--- src/rtl/joy_serializer_neptuno_if.sv ---
// Serial joystick bus between a board decoder (master) and the
// shift-register responder (slave).
interface joy_serializer_neptuno_if;
   logic joy_clk_i;
   logic joy_load_i;
   logic joy_data_o;

   modport master (
      output joy_clk_i,
      output joy_load_i,
      input  joy_data_o
   );

   modport slave (
      input  joy_clk_i,
      input  joy_load_i,
      output joy_data_o
   );
endinterface

--- src/rtl/joy_serializer_neptuno.sv ---
// Parallel-in/serial-out joystick register emulation with frame,
// overrun and link-loss status.
module joy_serializer_neptuno #(
   parameter int unsigned TIMEOUT_CYCLES = 1000000,
   parameter logic        FILL_BIT       = 1'b1
) (
   input  logic                  clk,
   input  logic                  reset,
   input  logic [5:0]            joy1_i,
   input  logic [5:0]            joy2_i,
   joy_serializer_neptuno_if.slave joy,
   output logic                  frame_done_o,
   output logic                  overrun_o,
   output logic                  link_lost_o,
   output logic [7:0]            frame_count_o
);

   localparam int TW = $clog2(TIMEOUT_CYCLES + 1);
   localparam logic [TW-1:0] T_MAX = TW'(TIMEOUT_CYCLES);

   logic [2:0]    clk_sync;
   logic [2:0]    load_sync;
   logic          clk_rise;
   logic          load_rise;
   logic          load_n;
   logic [15:0]   frame;
   logic [15:0]   sr;
   logic [4:0]    bit_cnt;
   logic [TW-1:0] t_cnt;

   assign clk_rise  = clk_sync[1] & ~clk_sync[2];
   assign load_rise = load_sync[1] & ~load_sync[2];
   assign load_n    = load_sync[1];

   // Buttons go out in reverse port order: up first, fire2 last.
   assign frame = {
      joy1_i[0], joy1_i[1], joy1_i[2],
      joy1_i[3], joy1_i[4], joy1_i[5],
      2'b11,
      joy2_i[0], joy2_i[1], joy2_i[2],
      joy2_i[3], joy2_i[4], joy2_i[5],
      2'b11
   };

   assign joy.joy_data_o = sr[15];
   assign link_lost_o    = (t_cnt == T_MAX);

   always_ff @(posedge clk or posedge reset) begin
      if (reset) begin
         clk_sync  <= 3'b111;
         load_sync <= 3'b111;
      end else begin
         clk_sync  <= {clk_sync[1:0], joy.joy_clk_i};
         load_sync <= {load_sync[1:0], joy.joy_load_i};
      end
   end

   // Load dominates a coincident shift clock.
   always_ff @(posedge clk or posedge reset) begin
      if (reset) begin
         sr            <= 16'hFFFF;
         bit_cnt       <= '0;
         frame_done_o  <= 1'b0;
         overrun_o     <= 1'b0;
         frame_count_o <= '0;
      end else begin
         frame_done_o <= 1'b0;
         if (!load_n) begin
            sr        <= frame;
            bit_cnt   <= '0;
            overrun_o <= 1'b0;
         end else if (clk_rise) begin
            sr <= {sr[14:0], FILL_BIT};
            if (bit_cnt == 5'd16) begin
               overrun_o <= 1'b1;
            end else begin
               bit_cnt <= bit_cnt + 5'd1;
            end
            if (bit_cnt == 5'd15) begin
               frame_done_o  <= 1'b1;
               frame_count_o <= frame_count_o + 8'd1;
            end
         end
      end
   end

   always_ff @(posedge clk or posedge reset) begin
      if (reset) begin
         t_cnt <= '0;
      end else if (load_rise) begin
         t_cnt <= '0;
      end else if (t_cnt != T_MAX) begin
         t_cnt <= t_cnt + 1'b1;
      end
   end

endmodule
--- src/flat_wrapper.sv ---
// flat-port wrapper written by rule: the top's interface ports become plain ports
module joy_serializer_neptuno_flat 
#(
   parameter int unsigned TIMEOUT_CYCLES = 1000000,
   parameter logic        FILL_BIT       = 1'b1
)
  (clk, reset, joy1_i, joy2_i, frame_done_o, overrun_o, link_lost_o, frame_count_o, joy_joy_clk_i, joy_joy_load_i, joy_joy_data_o);
  joy_serializer_neptuno_if joy_i ();
  input  logic clk;
  input  logic reset;
  input  logic [5:0] joy1_i;
  input  logic [5:0] joy2_i;
  output logic frame_done_o;
  output logic overrun_o;
  output logic link_lost_o;
  output logic [7:0] frame_count_o;
  input wire logic [$bits(joy_i.joy_clk_i)-1:0] joy_joy_clk_i;
  input wire logic [$bits(joy_i.joy_load_i)-1:0] joy_joy_load_i;
  output wire logic [$bits(joy_i.joy_data_o)-1:0] joy_joy_data_o;
  assign joy_i.joy_clk_i = joy_joy_clk_i;
  assign joy_i.joy_load_i = joy_joy_load_i;
  assign joy_joy_data_o = joy_i.joy_data_o;
  joy_serializer_neptuno #(.TIMEOUT_CYCLES(TIMEOUT_CYCLES), .FILL_BIT(FILL_BIT)) u_core (.clk(clk), .reset(reset), .joy1_i(joy1_i), .joy2_i(joy2_i), .joy(joy_i), .frame_done_o(frame_done_o), .overrun_o(overrun_o), .link_lost_o(link_lost_o), .frame_count_o(frame_count_o));
endmodule
--- config.mk ---
export PLATFORM = sky130hd
export DESIGN_NAME = joy_serializer_neptuno_flat
export DESIGN_NICKNAME = d
export VERILOG_FILES = /design/src/rtl/joy_serializer_neptuno_if.sv /design/src/rtl/joy_serializer_neptuno.sv /design/src/flat_wrapper.sv
export SDC_FILE = /design/constraint.sdc
export NUM_CORES = 1
export LEC_CHECK = 0
export CAP_MARGIN = 20
export CELL_PAD_IN_SITES_DETAIL_PLACEMENT = 0
export CELL_PAD_IN_SITES_GLOBAL_PLACEMENT = 1
export CORE_MARGIN = 4
export CORE_UTILIZATION = 39
export CTS_CLUSTER_SIZE = 10
export DETAILED_ROUTE_END_ITERATION = 10
export MAX_ROUTING_LAYER = met4
export PLACE_DENSITY = 0.73
export SLEW_MARGIN = 20
export SYNTH_ARGS = -nofsm -noshare
export SYNTH_HDL_FRONTEND = slang
export SYNTH_SLANG_ARGS = --single-unit
--- constraint.sdc ---
create_clock -name clk -period 2.1 [get_ports clk]
set_clock_uncertainty 0.1 [all_clocks]
set_input_delay 0.42 -clock clk [delete_from_list [all_inputs] [get_ports clk]]
set_output_delay 0.42 -clock clk [all_outputs]
set_load 0.02 [all_outputs]
Word level (Yosys, flattened, before mapping)
Cells that the tools add are included.
{"block": "word_totals", "ff_bits": 57, "in_bits": 16, "out_inout_bits": 12}
{"block": "classes", "add_sub_neg": 3, "n_eq_ne": 7, "muxes": 13, "bitwise": 4, "reduce_logical": 4}
{"op": "2-to-1 mux 20 bit", "n": 2}
{"op": "2-to-1 mux 16 bit", "n": 2}
{"op": "adder 20 x 1 -> 20 bit, second input constant", "n": 1}
{"op": "== test 20 bit, second input constant", "n": 1}
{"op": "inequality test 20 bit, second input constant", "n": 1}
{"op": "2-to-1 mux 5 bit", "n": 3}
{"op": "adder 8 x 1 -> 8 bit, second input constant", "n": 1}
{"op": "2-to-1 mux 1 bit", "n": 6}
{"op": "inequality test 2 bit, second input constant", "n": 3}
{"op": "adder 5 x 1 -> 5 bit, second input constant", "n": 1}
{"op": "== test 5 x 4 -> 1 bit, second input constant", "n": 1}
{"op": "== test 5 bit, second input constant", "n": 1}
{"op": "AND reduction 2 bit", "n": 2}
{"op": "AND reduction 3 bit", "n": 1}
{"op": "AND 1 bit", "n": 2}
{"op": "NOT 1 bit", "n": 2}
{"op": "nonzero test 2 bit", "n": 1}

Longest topological paths before layout
{"block": "depth", "word_depth": 4, "ltp_mapped": 8, "mapped_depth_nobuf": 7}

Worst setup path before layout
OpenSTA, ideal clock, no wires.
{"block": "synth_path", "path_type": "reg-to-output", "start": "register u_core.t_cnt[4]", "end": "output link_lost_o", "t_arrival_ns": 2.238, "t_required_ns": 1.580, "setup_slack_ns": -0.658, "stages_incl_launch_ff": 5, "path_cell_list": "dfrtp_1 -> or4_1 -> or4_1 -> buf_2 -> nor4_1"}
{"block": "synth_between", "elab_chain_cells": 1}
{"item": "start: declaration", "line": "joy_serializer_neptuno.sv:29", "rtl": "logic [TW-1:0] t_cnt;"}
{"item": "start signal: assignment", "line": "joy_serializer_neptuno.sv:93", "rtl": "t_cnt <= t_cnt + 1'b1;"}
{"item": "== test 20 bit", "line": "joy_serializer_neptuno.sv:46", "rtl": "assign link_lost_o = (t_cnt == T_MAX);"}
{"item": "end: declaration", "line": "flat_wrapper.sv:15", "rtl": "output logic link_lost_o;"}
Every way passes these cells.

Worst setup path after layout
{"block": "layout_path", "start": "register u_core.t_cnt[8]", "end": "output link_lost_o"}
The elaborated chain is that of the path after synthesis.

==> run_results.csv <==
group,metric,value,unit
die,fp.coreArea,6390,um^2
status,violations,"setup timing",
drt,totalWireLength,5.31,mm
drt,m1WireLength,2.74,mm
yosys,ys.flop_type,"dfrtp_1",
yosys,ys_seq_area_frac,0.541,
die,design.die.area,8010,um^2
yosys,synth_nets,289,
critical_path,worst_ep_required_time,1.58,ns
die,die_w,89.5,um
drt,drc,0,
drt,dr.pass1.iters,4,
sta,setup_viol,4,
placed_design,dp_hpwl,3.79,mm
yosys,synthTopCellsByArea,"dfrtp_1 34%, dfstp_2 20%, nand2_1 5.8%, nor2_1 4.5%, xnor2_1 3.7%",
finish,nets,344,
finish,final_core_util,0.526,
drt,wl_per_cell,13.3,um
clocking,root_buffer,"clkbuf_8",
drt,via_count,2042,
sta,layout_setup_ws,-0.476,ns
global_routing,antenna_found_initial,0,
global_routing,grt.total_usage,0.153,
sta,fin_crit_sh,1.23,
yosys,synthCells,267,
yosys,synth.top_cell.area_share,0.338,
sta,finalHoldViolations,0,
run,cap_viol_max_count,0,
critical_path,cp-start-kind,"flop",
min_path,hold_class,"reg -> reg",
global_routing,grt_start_max_net_pins,31,
yosys,async_flop_share,1.00,
sta,min_period,2.58,ns
yosys,synth_warnings,0,
drt,first_iter_violations,107,
clocking,cts.sinks,55,
yosys,ys_top_cells_by_count,"40 x nand2_1, 35 x dfrtp_1, 31 x nor2_1",
global_routing,grt_pass1_wl,9.36,mm
clocking,path_clk_slew,0.10,ns
sta,maxSlewHeadroom,0.661,
clocking,clk_latency,0.30,ns
sta,maxSlewViolCount,0,
power_and_ir_drop,vdd_ir_drop_max,0.340,mV
finish,fillers,588,
die,die-height,89.5,um
drt,wl_met3,163,um
drt,wl_met2,2.35,mm
yosys,yosysMostFrequentCell,"nand2_1",
finish,antenna_cells,0,
critical_path,cp-end-kind,"output port",
global_routing,grt_pass1_vias,2050,
die,rows,29,
yosys,yosysTopAreaCell,"dfrtp_1",
finish,drive_above_1_share,0.238,
drt,highest_layer,"met4",
power_and_ir_drop,p_per_area,656,nW/um^2
critical_path,cp.arrival,2.06,ns
clocking,cts_tree,"yes",
placed_design,place.gp.congestion,0.843,
sta,hold-worst-slack,0.263,ns
placed_design,portBuffers,27,
critical_path,crit_path_max_fanout,2,
yosys,syn-cell-area,2590,um^2
clocking,cts_buffers,5,
clocking,cts_hold_buf,0,
drt,ant_nets,0,
die,ios,28,
clocking,cts_htree_levels,2,
global_routing,overflow,0,
sta,worst_slew_pin_slew,0.506,ns
placed_design,dp_slack,-0.656,ns
sta,fmax,388,MHz
sta,rsz0062_at_grt,"true",
status,status,"finished with violations",
critical_path,crit_type,"reg -> out",
yosys,avgSynthCellArea,9.71,um^2
drt,via_per_inst,5.11,
yosys,synth-edff-count,0,
clocking,clockBufferDepth,2,
power_and_ir_drop,p_leak,1.49,nW
die,start_util,0.406,
yosys,synth_seq_cells,55,
finish,areaGrowthSynthToFinish,29.6,%
yosys,synth_cell_type_count,39,
## cell usage in the layout, fill, tap and decap left out, types with 2 or more instances in the layout
cell type         n
buf_6             2
a31oi_1          12
nor3_2            2
a21oi_1           8
xor2_1            7
or4_1             3
buf_4            31
nand4_1           9
nand2_1          40
nor4_1            3
o31ai_1           2
buf_12            2
o311ai_0          2
and3_1            4
xnor2_1          11
nor3_1            3
dfrtp_1          35
o21ai_0           2
clkbuf_8          6
or3_1             4
nand2b_1          5
nor2_1           31
ha_1              6
a21oi_2           2
dfstp_2          20
inv_1            11
a31o_2            2
clkdlybuf4s50_1  26
nand3_1          13
## metal layers
metal	vias up	track usage
met5	-	-
met4	0	0.0406
met3	4	0.0304
met2	27	0.229
met1	975	0.213
li1	1036	-
## registers in the layout, summed over array words and instances, names as in the netlist
name and flops:
u_core.overrun_o 1, u_core.load_sync 3, u_core.sr 14, u_core.bit_cnt 5, u_core.frame_done_o 1, u_core.t_cnt 20, u_core.frame_count_o 8, u_core.clk_sync 3
## repair_timing
| action | CTS | global route |
|---|---|---|
| buffers inserted | 1 | 1 |
| pin swaps | 1 | 3 |
| hold endpoints to repair | 0 | 0 |
| setup endpoints to repair | 2 | 5 |
| gates resized for setup | 8 | 4 |
## worst max-delay path: stages (launching register included)
cell and delay (ns):
dfrtp_1 0.38, or4_1 0.52, or4_4 0.46, nor4_4 0.21
buf_4 0.18
## cells by family (layout without fill, tap and decap cells)
logic type / Yosys count / count (layout) / share of synthesized area
compound gates: 35 / 35 / 0.0879
buf+inv: 25 / 81 / 0.0381
mux: 2 / 2 / 0.00821
flops: 55 / 55 / 0.541
xor+xnor: 18 / 18 / 0.0608
fa+ha+maj: 6 / 6 / 0.0290
simple gates: 126 / 126 / 0.235
## power by group
part	internal, W	total, W	switching [W]	leakage (nW)
registers	0.00114	0.00117	0.0000319	0.694
logic	0.000138	0.000291	0.000153	0.731
clock network	0.000393	0.000739	0.000346	0.0618
total	0.00167	0.00220	0.000532	1.49
## cell type report
cell class,count,area [um^2],share of cell area
repair buffers,61,556,0.165
clock buffers,6,82.6,0.0246
clock inverters,2,38.8,0.0115
inverters,12,45.0,0.0134
flip-flops and latches,55,1400,0.417
multi-input cells,187,1140,0.339
well taps,77,96.3,0.0287
## metrics by stage
step                      setup TNS (ns)  total power, W  area, um^2  std cells
after floorplan                   -0.207         0.00134        2630        267
after global placement            -0.733         0.00148        3200        390
after detailed placement          -0.793         0.00148        3200        390
after CTS                         -0.676         0.00224        3330        399
after global routing               -1.21         0.00232        3360        400
final                             -0.946         0.00220        3360        400
## worst paths after layout
check / cells after the start / endpoint / slack (ns) / startpoint
min reg2reg: 0 / u_core.load_sync[1]$_DFF_PP1_ / 0.26 / u_core.load_sync[0]$_DFF_PP1_
max reg2reg: 7 / u_core.t_cnt[1]$_DFFE_PP0P_ / -0.30 / u_core.t_cnt[8]$_DFFE_PP0P_
min: 0 / u_core.load_sync[1]$_DFF_PP1_ / 0.26 / u_core.load_sync[0]$_DFF_PP1_
max: 4 / link_lost_o / -0.48 / u_core.t_cnt[8]$_DFFE_PP0P_
max in group asynchronous: 3 / u_core.sr[4]$_DFFE_PP1P_ / 1.05 / reset
min in group asynchronous: 2 / u_core.frame_count_o[1]$_DFFE_PP0P_ / 0.30 / reset
(Power assumes the default switching activity.)
